**src/rtl/dc_meter_pkg.sv**
```systemverilog
// -----------------------------------------------------------------------------
// dc_meter_pkg
// Shared types and helpers for the four-channel DC level meter.
//   state_e       : measurement FSM states (idle, settle, accumulate, done)
//   accWidth()    : accumulator width for a W-bit sample summed 2^LOG2_N times
//   tickCntWidth(): width of the shared tick counter for a given N and settle
//   DEFAULT_TICK_CNT_W : counter width for the default build (N=256, settle=4)
// No ports; imported by dc_meter and dc_meter_chan.
// -----------------------------------------------------------------------------
package dc_meter_pkg;

    typedef enum logic [1:0] {
        ST_IDLE   = 2'd0,
        ST_SETTLE = 2'd1,
        ST_ACCUM  = 2'd2,
        ST_DONE   = 2'd3
    } state_e;

    // Summing 2^log2n samples of w bits can grow by log2n bits, never more.
    function automatic int accWidth(input int w, input int log2n);
        return w + log2n;
    endfunction

    // The one counter must reach both N-1 (accumulate) and settle-1 (settle).
    function automatic int tickCntWidth(input int log2n, input int settle);
        int width;
        width = (log2n > 0) ? log2n : 1;
        if ($clog2(settle) > width) begin
            width = $clog2(settle);
        end
        return width;
    endfunction

    localparam int DEFAULT_TICK_CNT_W = tickCntWidth(8, 4);

endpackage

```
**src/rtl/dc_meter_chan.sv**
```systemverilog
// -----------------------------------------------------------------------------
// dc_meter_chan
// One measurement channel: signed accumulator, floor-mean shift, jack gating
// and (with DC_METER_RIPPLE_EN defined) running min/max for a ripple result.
// Ports:
//   clk, rst   : system clock, synchronous active-low reset
//   clear_i    : start of a measurement, empties the accumulator / min-max
//   accum_i    : accumulate sample_i this cycle
//   latch_i    : final accumulated sample, publish mean_o / ripple_o
//   jack_i     : channel plugged; unplugged channels publish zero
//   sample_i   : signed W-bit input sample
//   mean_o     : latched mean (signed W bits)
//   ripple_o   : latched peak-to-peak (unsigned W bits, 0 when feature off)
// Macro: DC_METER_RIPPLE_EN builds the min/max tracking.
// -----------------------------------------------------------------------------
module dc_meter_chan
    import dc_meter_pkg::*;
#(
    parameter int W      = 16,
    parameter int LOG2_N = 8
) (
    input  logic         clk,
    input  logic         rst,
    input  logic         clear_i,
    input  logic         accum_i,
    input  logic         latch_i,
    input  logic         jack_i,
    input  logic [W-1:0] sample_i,
    output logic [W-1:0] mean_o,
    output logic [W-1:0] ripple_o
);

    localparam int ACC_W = accWidth(W, LOG2_N);

    logic signed [ACC_W-1:0] sampleExt;
    logic signed [ACC_W-1:0] accSum;
    logic signed [ACC_W-1:0] acc_q, acc_d;
    logic        [W-1:0]     meanNext;
    logic        [W-1:0]     mean_q, mean_d;

    assign sampleExt = {{LOG2_N{sample_i[W-1]}}, sample_i};
    assign accSum    = acc_q + sampleExt;
    // The final sample is folded in combinationally so the mean is ready on
    // the same edge that takes the last sample; >>> floors toward -inf.
    assign meanNext  = W'(accSum >>> LOG2_N);

    // Accumulator and mean next-state: clear on start, add on every
    // accumulate strobe, publish the (jack-gated) mean on the final one.
    always_comb begin
        acc_d  = acc_q;
        mean_d = mean_q;
        if (clear_i) begin
            acc_d = '0;
        end else if (accum_i) begin
            acc_d = accSum;
        end
        if (latch_i) begin
            mean_d = jack_i ? meanNext : '0;
        end
    end

    // Accumulator and mean registers, wiped by reset so an aborted
    // measurement leaves nothing behind.
    always_ff @(posedge clk) begin
        if (!rst) begin
            acc_q  <= '0;
            mean_q <= '0;
        end else begin
            acc_q  <= acc_d;
            mean_q <= mean_d;
        end
    end

    assign mean_o = mean_q;

`ifdef DC_METER_RIPPLE_EN
    logic signed [W-1:0] sampleS;
    logic signed [W-1:0] minNext, maxNext;
    logic signed [W-1:0] min_q, min_d, max_q, max_d;
    logic                first_q, first_d;
    logic        [W:0]   span;
    logic        [W-1:0] rippleNext;
    logic        [W-1:0] ripple_q, ripple_d;

    assign sampleS = sample_i;
    // The first accumulated sample seeds both extremes.
    assign minNext = (first_q || (sampleS < min_q)) ? sampleS : min_q;
    assign maxNext = (first_q || (sampleS > max_q)) ? sampleS : max_q;
    assign span    = {maxNext[W-1], maxNext} - {minNext[W-1], minNext};
    assign rippleNext = span[W] ? {W{1'b1}} : span[W-1:0];

    // Min/max tracking next-state: re-arm the seed on start, track on each
    // accumulate, publish the gated peak-to-peak on the final sample.
    always_comb begin
        min_d    = min_q;
        max_d    = max_q;
        first_d  = first_q;
        ripple_d = ripple_q;
        if (clear_i) begin
            first_d = 1'b1;
        end else if (accum_i) begin
            min_d   = minNext;
            max_d   = maxNext;
            first_d = 1'b0;
        end
        if (latch_i) begin
            ripple_d = jack_i ? rippleNext : '0;
        end
    end

    // Min/max and ripple registers.
    always_ff @(posedge clk) begin
        if (!rst) begin
            min_q    <= '0;
            max_q    <= '0;
            first_q  <= 1'b1;
            ripple_q <= '0;
        end else begin
            min_q    <= min_d;
            max_q    <= max_d;
            first_q  <= first_d;
            ripple_q <= ripple_d;
        end
    end

    assign ripple_o = ripple_q;
`else
    assign ripple_o = '0;
`endif

endmodule

```
**src/rtl/dc_meter.sv**
```systemverilog
// -----------------------------------------------------------------------------
// dc_meter
// Four-channel DC level meter. On meas_start it discards SETTLE sample ticks,
// then averages 2^LOG2_N ticks per channel and latches the means (and the
// peak-to-peak ripple when DC_METER_RIPPLE_EN is defined; else ripple = 0).
// Ports:
//   clk, rst            : system clock, synchronous active-low reset
//   sample_clk          : sample-rate level; each rising edge is one tick
//   sample_in0..3       : signed W-bit samples
//   sample_out0..3      : latched signed means
//   ripple0..3          : latched unsigned peak-to-peak
//   jack[7:0]           : bit k = input k plugged (bits 7:4 unused)
//   meas_start          : one-cycle start request
//   meas_busy/meas_done : handshake with the calibration controller
// Macro: DC_METER_RIPPLE_EN.
// -----------------------------------------------------------------------------
module dc_meter
    import dc_meter_pkg::*;
#(
    parameter int W      = 16,
    parameter int LOG2_N = 8,
    parameter int SETTLE = 4
) (
    input  logic         clk,
    input  logic         rst,
    input  logic         sample_clk,
    input  logic [W-1:0] sample_in0,
    input  logic [W-1:0] sample_in1,
    input  logic [W-1:0] sample_in2,
    input  logic [W-1:0] sample_in3,
    output logic [W-1:0] sample_out0,
    output logic [W-1:0] sample_out1,
    output logic [W-1:0] sample_out2,
    output logic [W-1:0] sample_out3,
    input  logic [7:0]   jack,
    input  logic         meas_start,
    output logic         meas_busy,
    output logic         meas_done,
    output logic [W-1:0] ripple0,
    output logic [W-1:0] ripple1,
    output logic [W-1:0] ripple2,
    output logic [W-1:0] ripple3
);

    localparam int CW = tickCntWidth(LOG2_N, SETTLE);
    localparam logic [CW-1:0] N_LAST      = CW'((1 << LOG2_N) - 1);
    localparam logic [CW-1:0] SETTLE_LAST = CW'((SETTLE > 0) ? SETTLE - 1 : 0);
    localparam state_e        START_STATE = (SETTLE == 0) ? ST_ACCUM : ST_SETTLE;

    state_e          state_q, state_d;
    logic [CW-1:0]   cnt_q, cnt_d;
    logic            sclk_q;
    logic            tick;
    logic            clearStb, accumStb, latchStb;
    logic [W-1:0]    sampleIn [4];
    logic [W-1:0]    meanOut  [4];
    logic [W-1:0]    rippleOut[4];
    logic            unusedJack;

    assign tick       = sample_clk & ~sclk_q;
    assign unusedJack = ^jack[7:4];

    // Measurement sequencer: accepts a start only when idle or done, counts
    // settle ticks, then accumulate ticks, and fires the latch strobe on the
    // final tick so results and done appear on that same edge. A tick in the
    // accepting cycle is deliberately not counted.
    always_comb begin
        state_d  = state_q;
        cnt_d    = cnt_q;
        clearStb = 1'b0;
        accumStb = 1'b0;
        latchStb = 1'b0;
        case (state_q)
            ST_IDLE, ST_DONE: begin
                if (meas_start) begin
                    clearStb = 1'b1;
                    cnt_d    = '0;
                    state_d  = START_STATE;
                end
            end
            ST_SETTLE: begin
                if (tick) begin
                    if (cnt_q == SETTLE_LAST) begin
                        cnt_d   = '0;
                        state_d = ST_ACCUM;
                    end else begin
                        cnt_d = cnt_q + CW'(1);
                    end
                end
            end
            ST_ACCUM: begin
                if (tick) begin
                    accumStb = 1'b1;
                    if (cnt_q == N_LAST) begin
                        latchStb = 1'b1;
                        state_d  = ST_DONE;
                    end else begin
                        cnt_d = cnt_q + CW'(1);
                    end
                end
            end
            default: state_d = ST_IDLE;
        endcase
    end

    // State, tick counter and sample_clk edge-detect registers.
    always_ff @(posedge clk) begin
        if (!rst) begin
            state_q <= ST_IDLE;
            cnt_q   <= '0;
            sclk_q  <= 1'b0;
        end else begin
            state_q <= state_d;
            cnt_q   <= cnt_d;
            sclk_q  <= sample_clk;
        end
    end

    assign meas_busy = (state_q == ST_SETTLE) || (state_q == ST_ACCUM);
    assign meas_done = (state_q == ST_DONE);

    assign sampleIn[0] = sample_in0;
    assign sampleIn[1] = sample_in1;
    assign sampleIn[2] = sample_in2;
    assign sampleIn[3] = sample_in3;

    for (genvar k = 0; k < 4; k++) begin : gChan
        dc_meter_chan #(
            .W      (W),
            .LOG2_N (LOG2_N)
        ) uChan (
            .clk      (clk),
            .rst      (rst),
            .clear_i  (clearStb),
            .accum_i  (accumStb),
            .latch_i  (latchStb),
            .jack_i   (jack[k]),
            .sample_i (sampleIn[k]),
            .mean_o   (meanOut[k]),
            .ripple_o (rippleOut[k])
        );
    end

    assign sample_out0 = meanOut[0];
    assign sample_out1 = meanOut[1];
    assign sample_out2 = meanOut[2];
    assign sample_out3 = meanOut[3];
    assign ripple0     = rippleOut[0];
    assign ripple1     = rippleOut[1];
    assign ripple2     = rippleOut[2];
    assign ripple3     = rippleOut[3];

endmodule

```
**config.mk**
```make
export PLATFORM = sky130hd
export DESIGN_NAME = dc_meter
export DESIGN_NICKNAME = d
export VERILOG_FILES = /design/src/rtl/dc_meter_pkg.sv /design/src/rtl/dc_meter_chan.sv /design/src/rtl/dc_meter.sv
export SDC_FILE = /design/constraint.sdc
export NUM_CORES = 1
export LEC_CHECK = 0
export CAP_MARGIN = 10
export CORE_ASPECT_RATIO = 1.25
export CORE_MARGIN = 3
export CORE_UTILIZATION = 45
export CTS_CLUSTER_SIZE = 10
export DETAILED_ROUTE_END_ITERATION = 12
export HOLD_SLACK_MARGIN = 0.08
export PLACE_DENSITY = 0.73
export SLEW_MARGIN = 0
export SYNTH_ARGS = -nofsm -noshare
export SYNTH_HDL_FRONTEND = slang
export SYNTH_SLANG_ARGS = --single-unit
```
**constraint.sdc**
```tcl
create_clock -name clk -period 4.97 [get_ports clk]
set_clock_uncertainty 0.15 [all_clocks]
set_input_delay 1.2425 -clock clk [delete_from_list [all_inputs] [get_ports clk]]
set_output_delay 1.2425 -clock clk [all_outputs]
set_load 0.05 [all_outputs]
```
# Word level (Yosys, flattened, before mapping)
# Cells that the tools add are included.
# word_totals
wordCells,59
input_bits,76
regBits,171
output_inout_bits,130
# op_classes
eq_ne,11
n_mux,23
add_sub_neg,5
bitwise,3
reduce_logical,6
# op_table
cell,n
adder 24 x 16 -> 24 bit,4
two-way mux 16 bit,4
two-way mux 8 bit,5
one-hot mux 8 bit (3 select lines),1
inequality test 2 bit (second input constant),6
two-way mux 2 bit,5
adder 8 x 1 -> 8 bit (second input constant),1
equality test 8 x 2 -> 1 bit (second input constant),1
equality test 8 bit (second input constant),1
two-way mux 1 bit,7
one-hot mux 2 bit (3 select lines),1
AND reduction 5 bit,1
equality test 2 bit (second input constant),2
AND reduction 4 bit,1
OR reduction 2 bit,2
equality test 2 x 1 -> 1 bit (second input constant),1
zero test 2 bit,1
NOT 1 bit,2
bitwise AND 1 bit,1
logical OR 1 bit,1

# Logic depth before layout (Yosys ltp)
# Gate-level depths: netlist of run 1.
# logic_depth
ltp_word,4
depth_mapped,10
depth_no_buf,9

# Modules after synthesis
# From an unflattened synthesis of run 1, not the netlist that was laid out.
# hier_totals
cells_unflattened,1452
hier_area_um2,12140.4
# by_module_without_submodules
module,n_inst,cells_per_inst,area_per_inst_um2,seq_area_each_um2
dc_meter_chan (gChan[0].uChan ...),2,348,2901.5,800.8
dc_meter_chan (gChan[2].uChan),1,348,2884.0,800.8
dc_meter_chan (gChan[3].uChan),1,319,2738.9,800.8
dc_meter,1,89,714.4,220.2

# Least setup slack after synthesis of run 1
# Ideal clock, no wire load.
# synth_timing
path_type,input to register
start,in sample_in2[0]
end,reg gChan[2].uChan.acc_q[18]
slack_ns,1.339
n_path_buf,0
arrival_time_ns,3.359
setup_time_ns,0.122
required_time_ns,4.698
cell_stages,8
path_cell_list,ha_1 fa_1 a21o_1 a211oi_1 o32a_1 a31oi_2 a211o_1 a221o_1
# synth_via
elab_chain_len,1
# synth_lines
item,line_no,rtl
from (decl),dc_meter.sv:29,"input logic [W-1:0] sample_in2,"
adder 24 x 16 -> 24 bit,dc_meter_chan.sv:42,assign accSum = acc_q + sampleExt;
to (signal assigned),dc_meter_chan.sv:66,acc_q <= '0;
to (signal assigned),dc_meter_chan.sv:69,acc_q <= acc_d;
to (decl),dc_meter_chan.sv:37,"logic signed [ACC_W-1:0] acc_q, acc_d;"
# No other way between the ends.
# A chain may end at the register's enable or synchronous reset.

# Worst setup path after layout of run 1
# Same ends and word-level chain as after synthesis.

==> impl_metrics.yaml, run 1 <==
route:
  vias: 10200
  avgViaCountPerCell: 5.60
  ant_nets: 0
  drc_errors: 0
  dr.pass1.iters: 6
  wl_per_cell_um: 16.6
  drt_iter0_markers: 536
  routed_wl_um: 30200
global_routing:
  grt_pass1_wl_um: 48200
  grt_usage_pct: 21.7
  antenna_found_initial: 1
  grt_max_degree: 43
  grt_pass1_vias: 9544
  grt_overflow: 0
cts:
  ctsHoldBuffers: 0
  cts_sinks: 171
  cts_buffers: 17
  root_buffer: "clkbuf_16"
  clk_pin_slew_ns: 0.07
  cts_tree: "built"
  clock_latency_ns: 0.43
  cts_resized: 0
  post-cts-setup-buffers: 0
  cts_htree_levels: 4
  cts.path.max_buffers: 2
run_status:
  outcome: "complete, no violations"
sta:
  setup_violations: 0
  slew_headroom_pct: 51.4
  maxSlewViolCount: 0
  fin_tns_setup_ns: 0
  fmax_ghz: 0.251
  hold_viol: 0
  fin_ws_ns: 0.983
  finalCritPeriodShare_pct: 80.2
  grt_setup_unrepaired: "false"
  period_needed_ns: 3.99
  worst_slew_pin_slew_ns: 0.727
place:
  port_buffers: 137
  place_worst_setup_slack_ns: 0.594
  hpwl_um: 22500
  dpl_cell_area_um2: 12700
  gp_congestion: 0.931
floorplanning:
  fp.dieH_um: 183
  start_util_pct: 45.9
  io_pins: 206
  row_count: 64
  die_area_um2: 27000
  core-area_um2: 24600
  die_width_um: 148
worst_hold_path:
  hold_class: "reg -> reg"
synthesis:
  yosys_warnings: 0
  synth-seq-cells: 171
  ys_types: 84
  synth_top_flop_cell: "dfxtp_1"
  synth.avg_cell_area_um2: 8.23
  synth_edf_count: 0
  netlist_instances: 1371
  synth_area_um2: 11300
  ys_seq_area_share_pct: 30.3
  async_reset_ff_share_pct: 0
power_and_ir_drop:
  power_density_nw_per_um2: 318
  power.total_uw: 4280
  power_leakage_uw: 0.00567
  vdd_drop_max_v: 0.000259
setup_path:
  critical_path_required_ns: 5.14
  path_class: "in -> reg"
  worstPathArrival_ns: 4.15
  cp-start-kind: "input pin"
  crit_path_end_kind: "flop"
  critPathMaxFanout: 7
finish:
  final_area_um2: 13400
  final_nets: 1657
  drive_above_1_share_pct: 5.09
  syn_to_final_growth_pct: 19.1
run:
  cap_violations: 0
==> per-stage QoR <==
step                      hold slack (ns)  utilization (%)  cells
after floorplan                     0.279                -   1434
after global placement              0.289             51.8   1791
after detailed placement            0.293             51.8   1791
after CTS                           0.308             54.7   1822
after global routing                0.324             54.7   1823
final                               0.304             54.7   1823
==> critical path, stage by stage <==
cell,delay (ns)
clkdlybuf4s50_1,0.40
ha_1,0.24
fa_1,0.44
a21o_1,0.19
a211oi_1,0.42
o32a_1,0.31
a31oi_2,0.21
a211o_1,0.37
a221o_1,0.32
==> sequential cells by signal, summed over array words and instances (netlist names) <==
register and flops:
gChan.uChan.mean_o 64, cnt_q 8, state_q 2, gChan.uChan.acc_q 96, sclk_q 1
==> cells in the mapped netlist (all sizes together) (24+ instances only) <==
master  instances  share of area [%]
a21oi         144                6.4
xor2           24                1.9
xnor2          55                4.3
a21o           45                3.0
dfxtp         171                 30
clkbuf         52                1.7
ha             97                 11
nand3          34                1.5
nor2           95                3.2
buf            76                4.7
a22o           51                4.0
nand2         163                5.4
o21ai          63                2.8
==> layout by cell type, fill, tap and decap left out, drive strengths merged, types with 12 or more instances in the layout <==
master	instances
inv	22
xnor2	55
buf	18
a21oi	144
o21ai	63
xor2	24
nor3	13
clkdlybuf4s50	137
dfxtp	171
a22o	51
nand3	34
a211oi	22
and2	14
nand4	22
clkbuf	19
nand2	163
conb	64
a22oi	15
a21o	45
nor2b	12
ha	97
o21a	18
nor2	95
and3	19
==> per-layer routing <==
metal  GRT usage, %  up-vias  wire, µm
met1           28.3     4760     13500
li1               -     5088         -
met5              0        -         0
met2           36.2      309     14100
met4           7.16        0       863
met3           4.08       53      1710
==> cell type report <==
cell class | instances | area (µm²)
diodes | 1 | 2.50
clock buffers | 19 | 433
flip-flops and latches | 171 | 3420
multi-input cells | 1114 | 7320
well taps | 330 | 413
inverters | 21 | 78.8
fillers | 2289 | 11100
repair buffers | 155 | 1510
clock inverters | 12 | 268
==> cell families (layout without fill, tap and decap cells) <==
| family | count (synthesis) | count (layout) | share of synthesized area [%] |
|---|---|---|---|
| and+or+nand+nor | 406 | 406 | 16.5 |
| other | 1 | 65 | 0.0332 |
| DFF | 171 | 171 | 30.3 |
| xor gates and xnor gates | 80 | 80 | 6.33 |
| adders and majority gates | 101 | 101 | 11.5 |
| buffers and inverters | 149 | 207 | 7.17 |
| AOI/OAI and AO/OA | 454 | 454 | 27.4 |
| muxes | 9 | 9 | 0.798 |
==> final timing paths <==
check	from	to	slack, ns	cells after the start
min reg2reg	gChan[2].uChan.mean_o[15]$_SDFFE_PN0P_	gChan[2].uChan.mean_o[15]$_SDFFE_PN0P_	0.30	2
min	gChan[2].uChan.mean_o[15]$_SDFFE_PN0P_	gChan[2].uChan.mean_o[15]$_SDFFE_PN0P_	0.30	2
max reg2reg	gChan[2].uChan.acc_q[0]$_SDFFE_PP0P_	gChan[2].uChan.acc_q[18]$_SDFFE_PP0P_	1.90	8
max	sample_in2[0]	gChan[2].uChan.acc_q[18]$_SDFFE_PP0P_	0.98	9
==> report_power, final <==
| part | switching, µW | internal (µW) |
|---|---|---|
| Sequential | 39.4 | 1430 |
| Combinational | 786 | 404 |
| Clock | 575 | 1040 |
| Total | 1400 | 2880 |
Power figures use the tool's default switching activity.
==> run 2, diff against run 1 <==
Settings changed: PLACE_DENSITY 0.73 to 0.76.
Clock period 4.97 ns to 3.6 ns, I/O delays scaled along.
==> run 2 against run 1 <==
  * Sequential share of layout area shrank 1.4 points
  * Register-to-register slack lost 1.2 ns
  * Die area is the same
  * Via count grew 4.7%
  * Setup slack lost 0.85 ns
  * Flip-flop and latch count is the same
  * Global-route usage grew 0.91 points
  * Critical path depth grew 2
  * Non-clock buffer count grew 104
  * First-iteration DRC count grew 2.2%
  * Sequential power grew 38%
  * Power grew 38%
  * Critical endpoint is now gChan[2].uChan.mean_o[6]$_SDFFE_PN0P_
  * Largest cell class unchanged
  * Highest routed layer unchanged
==> impl_metrics.yaml, run 2 (synthesized netlist as in run 1, its figures left out) <==
power_and_ir_drop:
  power.total_uw: 5890
  power_density_nw_per_um2: 414
  power_leakage_uw: 0.00616
  vdd_drop_max_v: 0.000343
route:
  avgViaCountPerCell: 5.53
  wl_per_cell_um: 16.2
  dr.pass1.iters: 5
  vias: 10700
  drc_errors: 0
  drt_iter0_markers: 548
  ant_nets: 0
  routed_wl_um: 31200
cts:
  clk_pin_slew_ns: 0.07
  cts.path.max_buffers: 2
  cts_sinks: 171
  clock_latency_ns: 0.44
  cts_htree_levels: 4
  root_buffer: "clkbuf_16"
  post-cts-setup-buffers: 0
  cts_buffers: 17
  cts_tree: "built"
floorplanning:
  row_count: 64
  fp.dieH_um: 183
  start_util_pct: 45.9
  io_pins: 206
  core-area_um2: 24600
  die_area_um2: 27000
  die_width_um: 148
global_routing:
  grt_usage_pct: 22.6
  grt_pass1_vias: 10300
  grt_pass1_wl_um: 49900
  antenna_found_initial: 3
  grt_overflow: 0
  grt_max_degree: 57
setup_path:
  path_cells: "clkdlybuf4s50_1, ha_1, fa_1, a21o_1, a211oi_1, buf_4, o32a_1, a31oi_2, o21a_1, o21a_1, o31ai_1"
  r2r_slack_ns: 0.71
  crit_path_end_kind: "flop"
  worst-path-buf-inv: 2
  cp-start-kind: "input pin"
  critPathMaxFanout: 7
  regToRegStartpoint: "gChan[2].uChan.acc_q[0]$_SDFFE_PP0P_"
  path_class: "in -> reg"
  startpoint: "sample_in2[0]"
  critical_path_required_ns: 3.79
  worstPathArrival_ns: 3.66
  max_stage_delay_ns: 0.42
  cpLargestDelayFamily: "compound AO/OA/AOI/OAI gates"
  critPathSlowestCell: "fa_1"
  crit_path_frequent_cell: "o21a_1"
worst_hold_path:
  min_from: "gChan[1].uChan.acc_q[5]$_SDFFE_PP0P_"
  hold_class: "reg -> reg"
sta:
  slew_headroom_pct: 26.1
  finalCritPeriodShare_pct: 96.2
  fin_ws_ns: 0.138
  worst_slew_pin_slew_ns: 1.11
  maxSlewViolCount: 0
  grt_setup_unrepaired: "false"
  fmax_ghz: 0.289
  setup_violations: 0
  hold_viol: 0
  period_needed_ns: 3.46
finish:
  layout_commonest_cell: "dfxtp_1"
  final-seq-area_um2: 3420
  final_nets: 1761
  top_register: "gChan.uChan.acc_q"
  largest_reg_flops: 96
  fin_cells: 1931
  multi_input_area_um2: 7320
  layout_common_cells: "dfxtp_1 (171), nand2_1 (161), a21oi_1 (143)"
  fillCellCount: 2262
  final_core_util_pct: 57.9
  syn_to_final_growth_pct: 26.1
  drive_above_1_share_pct: 11.5
run_status:
  outcome: "complete, no violations"
place:
  port_buffers: 137
  hpwl_um: 23700
  place_worst_setup_slack_ns: -0.272
  dp_cells: 1895
  gp_congestion: 0.918
run:
  cap_violations: 0
run 2: per-stage QoR:
stage          area, µm²  setup TNS, ns  hold WS (ns)
6_report           14200              0         0.305
3_5_place_dp       13600          -6.16         0.296
2_1_floorplan      11500              0         0.279
5_1_grt            14200              0         0.330
3_3_place_gp       13600          -4.96         0.291
4_1_cts            14200              0         0.310
run 2: worst paths after layout:
| path | to | depth (start not counted) |
|---|---|---|
| min reg2reg | gChan[1].uChan.acc_q[5]$_SDFFE_PP0P_ | 2 |
| min | gChan[1].uChan.acc_q[5]$_SDFFE_PP0P_ | 2 |
| max | gChan[2].uChan.mean_o[6]$_SDFFE_PN0P_ | 11 |
| max reg2reg | gChan[2].uChan.mean_o[6]$_SDFFE_PN0P_ | 10 |
run 2: where the power goes:
| part | internal (µW) | switching, µW |
|---|---|---|
| combinational | 655 | 1110 |
| clock | 1250 | 846 |
| sequential | 1970 | 53.8 |
run 2: worst reg2reg max path, delay by kind of cell (launching register included):
family                   cells  cell delay [ns]
AO/OA/AOI/OAI                7             1.55
adder cells (fa/ha/maj)      2             0.64
flip-flops                   1             0.32
buffers and inverters        1             0.16
run 2: final cells by class:
cell class | instances | share of cell area [%]
multi-input combinational | 1114 | 51.4
sequential | 171 | 24.1
tap | 330 | 2.90
antenna | 4 | 0.0703
clock inverter | 14 | 1.63
clock buffer | 18 | 3.02
inverter | 21 | 0.554
timing repair buffer | 259 | 16.3
run 2: timing repair:
item | in CTS | in global routing
hold buffers | 0 | 0
endpoints found under the setup margin | 0 | 1
gates resized for setup | 0 | 1
run 2: metal layers:
layer	track usage, %	routed length, µm	vias up
met5	0	0	-
met4	11.4	1260	0
met3	3.91	1840	66
met2	38.0	14600	333
met1	27.9	13500	4977
li1	-	-	5309
==> run 3, diff against run 2 <==
Settings changed: SLEW_MARGIN 0 to 10.
==> results of run 3 <==
No change in the layout: final DEF, timing and power equal those of run 2.
